[src/rtl/median_sort_pkg.sv]
// Shared constants and helpers for the median_sort_pipe rank-order filter.
package median_sort_pkg;

  localparam int unsigned DEFAULT_DATA_W = 8;
  localparam int unsigned DEFAULT_N      = 9;

  // Widest sample cx can handle; narrower samples are zero-extended by the caller.
  localparam int unsigned CX_W = 64;

  // Compare-exchange: returns {min, max}. Equal operands keep their order.
  function automatic logic [2*CX_W-1:0] cx(input logic [CX_W-1:0] a,
                                          input logic [CX_W-1:0] b);
    return (b < a) ? {b, a} : {a, b};
  endfunction

  function automatic int unsigned clog2(input int unsigned v);
    int unsigned r;
    r = 0;
    while ((64'd1 << r) < 64'(v)) r++;
    return r;
  endfunction

endpackage

[src/rtl/median_sort_pass.sv]
// One odd-even transposition layer with its stage register (data, valid, rank).
module median_sort_pass
  import median_sort_pkg::*;
#(
  parameter int unsigned DATA_W = DEFAULT_DATA_W,
  parameter int unsigned N      = DEFAULT_N,
  parameter int unsigned PARITY = 0,
  parameter int unsigned RANK_W = clog2(N)
) (
  input  logic                clk,
  input  logic                rst,
  input  logic                en,
  input  logic [N*DATA_W-1:0] data_i,
  input  logic                valid_i,
  input  logic [RANK_W-1:0]   rank_i,
  output logic [N*DATA_W-1:0] data_o,
  output logic                valid_o,
  output logic [RANK_W-1:0]   rank_o
);

  logic [N*DATA_W-1:0] data_d, data_q;
  logic                valid_q;
  logic [RANK_W-1:0]   rank_q;

  // Pairs (i, i+1) with i matching PARITY are disjoint, so all read data_i.
  always_comb begin
    data_d = data_i;
    for (int unsigned i = PARITY; i + 1 < N; i += 2) begin
      data_d[i*DATA_W +: DATA_W] = DATA_W'(cx(CX_W'(data_i[i*DATA_W +: DATA_W]),
                                              CX_W'(data_i[(i+1)*DATA_W +: DATA_W])) >> CX_W);
      data_d[(i+1)*DATA_W +: DATA_W] = DATA_W'(cx(CX_W'(data_i[i*DATA_W +: DATA_W]),
                                                  CX_W'(data_i[(i+1)*DATA_W +: DATA_W])));
    end
  end

  always_ff @(posedge clk) begin
    if (rst) begin
      data_q  <= '0;
      valid_q <= 1'b0;
      rank_q  <= '0;
    end else if (en) begin
      data_q  <= data_d;
      valid_q <= valid_i;
      rank_q  <= rank_i;
    end
  end

  assign data_o  = data_q;
  assign valid_o = valid_q;
  assign rank_o  = rank_q;

endmodule

[src/rtl/median_sort_pipe.sv]
// Fully pipelined N-input rank-order filter with valid/ready backpressure.
module median_sort_pipe
  import median_sort_pkg::*;
#(
  parameter  int unsigned DATA_W = DEFAULT_DATA_W,
  parameter  int unsigned N      = DEFAULT_N,
  localparam int unsigned RANK_W = clog2(N)
) (
  input  logic                clk,
  input  logic                rst,
  input  logic [N*DATA_W-1:0] dataIn,
  input  logic [RANK_W-1:0]   rankSel,
  input  logic                inValid,
  output logic                inReady,
  output logic [DATA_W-1:0]   dataOut,
  output logic                rankErr,
  output logic                outValid,
  input  logic                outReady
);

  logic                advance;
  logic [N*DATA_W-1:0] st_data  [N];
  logic                st_valid [N];
  logic [RANK_W-1:0]   st_rank  [N];

  logic [DATA_W-1:0]   dout_d, dout_q;
  logic                err_d, err_q;
  logic                ov_q;
  logic [RANK_W-1:0]   sel;

  assign advance = !ov_q || outReady;
  assign inReady = advance;

  for (genvar k = 0; k < N; k++) begin : g_pass
    if (k == 0) begin : g_first
      median_sort_pass #(
        .DATA_W (DATA_W),
        .N      (N),
        .PARITY (0),
        .RANK_W (RANK_W)
      ) u_pass (
        .clk     (clk),
        .rst     (rst),
        .en      (advance),
        .data_i  (dataIn),
        .valid_i (inValid),
        .rank_i  (rankSel),
        .data_o  (st_data[k]),
        .valid_o (st_valid[k]),
        .rank_o  (st_rank[k])
      );
    end else begin : g_rest
      median_sort_pass #(
        .DATA_W (DATA_W),
        .N      (N),
        .PARITY (k % 2),
        .RANK_W (RANK_W)
      ) u_pass (
        .clk     (clk),
        .rst     (rst),
        .en      (advance),
        .data_i  (st_data[k-1]),
        .valid_i (st_valid[k-1]),
        .rank_i  (st_rank[k-1]),
        .data_o  (st_data[k]),
        .valid_o (st_valid[k]),
        .rank_o  (st_rank[k])
      );
    end
  end

  // Out-of-range ranks saturate to the maximum and flag rankErr.
  always_comb begin
    err_d  = (st_rank[N-1] >= RANK_W'(N));
    sel    = err_d ? RANK_W'(N - 1) : st_rank[N-1];
    dout_d = '0;
    for (int unsigned i = 0; i < N; i++) begin
      if (sel == RANK_W'(i)) dout_d = st_data[N-1][i*DATA_W +: DATA_W];
    end
  end

  always_ff @(posedge clk) begin
    if (rst) begin
      ov_q   <= 1'b0;
      dout_q <= '0;
      err_q  <= 1'b0;
    end else if (advance) begin
      ov_q <= st_valid[N-1];
      if (st_valid[N-1]) begin
        dout_q <= dout_d;
        err_q  <= err_d;
      end
    end
  end

  assign outValid = ov_q;
  assign dataOut  = dout_q;
  assign rankErr  = err_q;

endmodule

[config.mk]
export PLATFORM = sky130hd
export DESIGN_NAME = median_sort_pipe
export DESIGN_NICKNAME = d
export VERILOG_FILES = /design/src/rtl/median_sort_pkg.sv /design/src/rtl/median_sort_pass.sv /design/src/rtl/median_sort_pipe.sv
export SDC_FILE = /design/constraint.sdc
export NUM_CORES = 2
export LEC_CHECK = 0
export BUFFER_PORTS_ARGS = -buffer_cell sky130_fd_sc_hd__buf_4
export CORE_ASPECT_RATIO = 1.2
export CORE_MARGIN = 10
export CORE_UTILIZATION = 55
export DETAILED_ROUTE_END_ITERATION = 6
export GPL_ROUTABILITY_DRIVEN = 1
export GPL_TIMING_DRIVEN = 0
export PLACE_DENSITY = 0.71
export SKIP_LAST_GASP = 1
export SYNTH_ARGS = -nofsm -noshare
export SYNTH_HDL_FRONTEND = slang
export SYNTH_SLANG_ARGS = --single-unit
[constraint.sdc]
create_clock -name clk -period 3.3 [get_ports clk]
set_input_delay 0.825 -clock clk [delete_from_list [all_inputs] [get_ports clk]]
set_output_delay 0.825 -clock clk [all_outputs]
set_load 0.1 [all_outputs]
Word level (Yosys, flattened, before mapping)
Cells that the tools add are included.

operators by class
  multiplexer cells = 46
  equal/unequal tests = 8
  order comparisons = 37
  reductions and logical operators = 4

operators with widths
  cell                count
  $mux 72             36
  $lt 8x8->1          36
  $mux 8              9
  $eq 4x3->1 const B  4
  $eq 4x2->1 const B  2
  $eq 4x1->1 const B  1
  $eq 4x4->1 const B  1
  $ge 4x4->1 const B  1
  $logic_not 4->1     1
  $mux 4              1
  $reduce_and 2->1    1
  $logic_not 1->1     1
  $logic_or 1x1->1    1

storage, ports and cells
  input port bits = 80
  output and inout port bits = 11
  word-level logic and storage cells = 125
  flip-flop bits (word level) = 703

Logic depth before layout (Yosys ltp)
  depth after elaboration = 12
  gate-level depth with buffers = 9
  gate-level depth less buffers = 7

Cells and area by module
From an unflattened synthesis, not the netlist that was laid out.

unflattened totals
  cells, all modules = 3915
  area total of the unflattened synthesis = 37452.2 sq um

modules (own cells, without submodules)
  module            cells an instance  seq. area each (sq um)  times used  area each (sq um)
  median_sort_pass  420                1541.5                  9           4040.1
  median_sort_pipe  135                200.2                   1           1091.0

Worst setup path before layout
Ideal clock, no wire load.

  path type = reg2out
  start = register ov_q, in the netlist outValid
  end = output port inReady
  required time = 2.475 ns
  arrival time = 2.264 ns
  buffers on the path = 2
  path slack = 0.211 ns
  cell stages (with the launch flop) = 5
  path through = dfxtp_1 > nor2b_1 > inv_2 > clkbuf_1 > clkbuf_1

between the ends
  word-level cells in the longest chain between the ends = 2

RTL lines
  element                 line                    text
  start, declared         median_sort_pipe.sv:28  logic ov_q;
  start signal, assigned  median_sort_pipe.sv:88  ov_q <= st_valid[N-1];
  $logic_not 1->1         median_sort_pipe.sv:31  assign advance = !ov_q || outReady;
  $logic_or 1x1->1        median_sort_pipe.sv:31
  end, declared           median_sort_pipe.sv:14  output logic inReady,

No other way between the ends.

Worst setup path after layout
  start = register ov_q, in the netlist outValid
  end = register g_pass[0].g_first.u_pass.data_q[61]

between the ends
  word-level cells in the longest chain between the ends = 2

RTL lines
  element               line                    text
  $logic_not 1->1       median_sort_pipe.sv:31
  $logic_or 1x1->1      median_sort_pipe.sv:31
  end signal, assigned  median_sort_pass.sv:42  data_q <= data_d;
  end, declared         median_sort_pass.sv:21  logic [N*DATA_W-1:0] data_d, data_q;

No other way between the ends.
A chain may end at the register's enable or synchronous reset.

==> results.md <==
* Cts hold-fix bufs at 0
* Pins Over Slew Limit at 0
* Share of layout cells above drive strength 1 at between 10% and 20%
* Minimum clock period at approximately 3.1 ns
* Post-Syn Area per Cell at roughly 9 um2
* First-pass GRT wire length at just over 200000 um
* Final HPWL DP at roughly 100000 um
* Synth Flop Type: dfxtp_1
* Max Root-Sink Buffers at 3
* Hold/Removal Path Class: in2reg
* Num CTS Buffers at 76
* Yosys top cell area share at 33.2%
* Post-Synthesis Cell Area at 42300 um2
* Worst VDD drop at roughly 0.65 mV
* Hold Path End: g_pass[0].g_first.u_pass.data_o[66]
* Routability Congestion at ~0.94
* Synth Area in Compound Gates at 36.7%
* Synth warn at 0
* Highest Clock Rate at 320 MHz
* R2R Path Start: outValid
* Final worst clock skew at between 0.02 and 0.03 ns
* Core area at about 76000 um2
* Mean routed wirelength per cell at 21.5 um
* Worst path required time at roughly 3.8 ns
* Cell Pwr Density at between 1000 and 1500 nW/um2
* Critical path depth in cells at 7
* Hold Path Stages at 3
* CTS tree: done
* Final Hold Vio Count at 0
* Leak Pwr at ~18 nW
* CP max stage cell: clkbuf_1
* FP Rows at 111
* Area growth, synth to finish at 10.5%
* Async SR Flop Fraction at 0%
* Routed WL at 128000 um
* I/O pin count at between 90 and 100
* Nets at between 5k and 6k
* Slew @ Worst Pin at approximately 1.4 ns
* DR iter-0 viols at approximately 2.6k
* Pre-CTS setup slack at -0.345 ns
* Setup TNS at 0 ns
* Post CTS Setup Buffer Count at 0
* Layout fillers at slightly below 7k
* Hold path startpoint: dataIn[66]
* Post-synthesis mux area share at less than 1%
* Largest net degree at the start of global routing at 14
* CP max stage delay at roughly 0.87 ns
* Root Buffer: clkbuf_16
* Remaining antenna violation count at 0
* Tot GR Track Use at between 20 and 30%
* Main combinational cell family by area after synthesis: compound AO/OA/AOI/OAI gates
* Synth area leaders: dfxtp_1, a2111oi_2, nor2_1
* Max-slew headroom at 6.23%
* Yosys reg bits at around 700
* Min setup slack post-route at 0.174 ns
* Antenna cell count at 0
* Final number of setup-violating endpoints at 0
* Vias at roughly 36k
* Max cap viols at 0
* Number of global-route vias before repair at 36.1k
* DR vias/cell at roughly 6
* Largest area contributor in the netlist: dfxtp_1
* Max FO, Critical Path at 12
* Post-synthesis adder-cell area fraction at under 10%
* R2R cell count at 7
* Syn nets at 5020
* Number of enable flip-flop cells after synthesis at 0
* Gr ovfl total at 0
* Final period utilization at between 90 and 100%
* Crit-path most repeated cell: buf_2
* Cells after Synth at ~4.7k
* Reg-to-reg endpoint: g_pass[0].g_first.u_pass.data_o[61]
* CP bufs+invs at 4
* Synth Area in Simple Gates at 14.6%
* Port bufs at 89
* Die W at approximately 270 um
* Crit-path leading delay family: buffers and inverters
* CP endpoint kind: flip-flop
* Initial antenna violation count at 1
* Number of distinct library cells after synthesis at between 40 and 50
* H-tree levels at 3
* Post-synthesis sequential area ratio at approximately a third
* Hold slack at ~0.43 ns
* Clock transition at path regs at 0.06 ns
* Crit Path Category: reg2reg
* Crit-path cells: nor2b_1 -> inv_2 -> buf_2 -> buf_2 -> clkbuf_1 -> nor2_1 -> a2111oi_2
* Remaining DRCs at 0
* CP arrival at 3.66 ns
* Flop2flop setup slack at 0.17 ns
* Run status: finished, final reports clean
* Pre-antenna DRT Iters at 5
* Setup crit start kind: flip-flop
* Die Y at ~320 um
* RSZ-0062 raised after global routing: false
* Initial Util at 55.4%
* Clock sinks at between 700 and 800
* Xor-xnor portion of the synthesized cell area at 0%
* Worst skew pair latency at 0.65 ns
* Die area at about 89000 um2
==> cells in the mapped netlist, types with 2 or more instances <==
master,number
a311oi_1,4
and2_4,14
o21ai_2,36
a21o_1,36
o2111ai_1,36
clkbuf_1,238
mux2i_1,12
a211oi_1,40
a2111oi_1,132
buf_2,73
o22ai_1,8
a21boi_1,267
dfxtp_1,703
nand3_1,4
nand2b_1,78
buf_4,2
o21a_1,4
buf_6,58
nand3b_1,8
nor2_1,1165
nand2_1,237
a21boi_0,309
o41ai_1,4
o21ai_1,3
o21ai_0,41
a2111oi_0,4
ha_1,252
mux2_2,8
nor2b_1,7
a2111oi_2,444
buf_1,4
inv_1,252
buf_12,14
and2_1,22
a21oi_1,122
a2111oi_4,36
a22oi_1,4
==> through the flow <==
step / cells / area (um2) / power (mW) / util, %
CTS: 5928 / 46800 / 47.0 / 61.2
floorplan: 4688 / 42300 / 33.2 / -
detailed placement: 5794 / 44300 / 38.3 / 58.0
global route: 5927 / 46800 / 50.2 / 61.2
global placement: 5794 / 44300 / 37.9 / 58.0
finish: 5927 / 46800 / 47.1 / 61.2
==> what timing repair did <==
item,CTS,global route
gates resized for setup,1,0
setup endpoints to repair,1,1
pin swaps,0,0
==> registers in the layout, indices dropped and copies added (netlist names) <==
| signal | flops |
|---|---|
| g_pass.g_first.u_pass.rank_o | 4 |
| g_pass.g_rest.u_pass.data_o | 576 |
| g_pass.g_rest.u_pass.rank_o | 32 |
| dataOut | 8 |
| rankErr | 1 |
| g_pass.g_first.u_pass.data_o | 72 |
| g_pass.g_rest.u_pass.valid_o | 8 |
| g_pass.g_first.u_pass.valid_o | 1 |
| outValid | 1 |
==> worst max-delay path by stage <==
stage,start,end
global placement,rst,g_pass[4].g_rest.u_pass.data_o[60]
CTS,outValid,inReady
finish,outValid,g_pass[0].g_first.u_pass.data_o[61]
global route,outValid,g_pass[0].g_first.u_pass.data_o[61]
floorplan,outValid,inReady
detailed placement,rst,g_pass[4].g_rest.u_pass.data_o[59]
==> cells in the final DEF, fill, tap and decap left out, drive strengths merged, types with 36 or more instances in the layout <==
cell type  count
ha           252
a21boi       576
clkbuf       348
nor2        1165
and2          37
a21oi        122
a2111oi      616
a211oi        40
buf          240
dfxtp        703
o2111ai       36
a21o          36
nand2        237
o21ai         80
inv          256
nand2b        78
==> tightest hold or removal path, cell delays in order <==
cell and delay [ns]:
buf_4 0.11, nand2_1 0.05, a21oi_1 0.05
==> final cells by class <==
cell class / count / area, um2 / share of cell area [%]
clock buffer: 111 / 2260 / 4.82
timing repair buffer: 89 / 668 / 1.43
sequential: 703 / 14100 / 30.1
buffer: 388 / 2220 / 4.75
multi-input combinational: 3343 / 25100 / 53.7
inverter: 253 / 950 / 2.03
tap: 1017 / 1270 / 2.72
clock inverter: 23 / 234 / 0.500
==> kinds of logic (layout without fill, tap and decap cells) <==
group | after synthesis | after routing
simple gates | 1540 | 1540
mux | 20 | 20
compound gates | 1531 | 1531
flops | 703 | 703
buf+inv | 642 | 864
fa+ha+maj | 252 | 252
==> layer usage <==
layer | part of all wire [%] | GRT usage (%)
met5 | 0 | 0
met1 | 40 | 32.2
met3 | 4.4 | 3.50
met4 | 7.0 | 18.8
met2 | 49 | 49.8
==> power breakdown <==
part	internal (mW)	switching (mW)	leakage, nW	total (mW)
clock network	4.99	3.69	1.22	8.68
logic	11.5	14.0	10.9	25.4
registers	10.8	2.21	5.80	13.0
No activity file was read; power rests on OpenSTA's default activity.
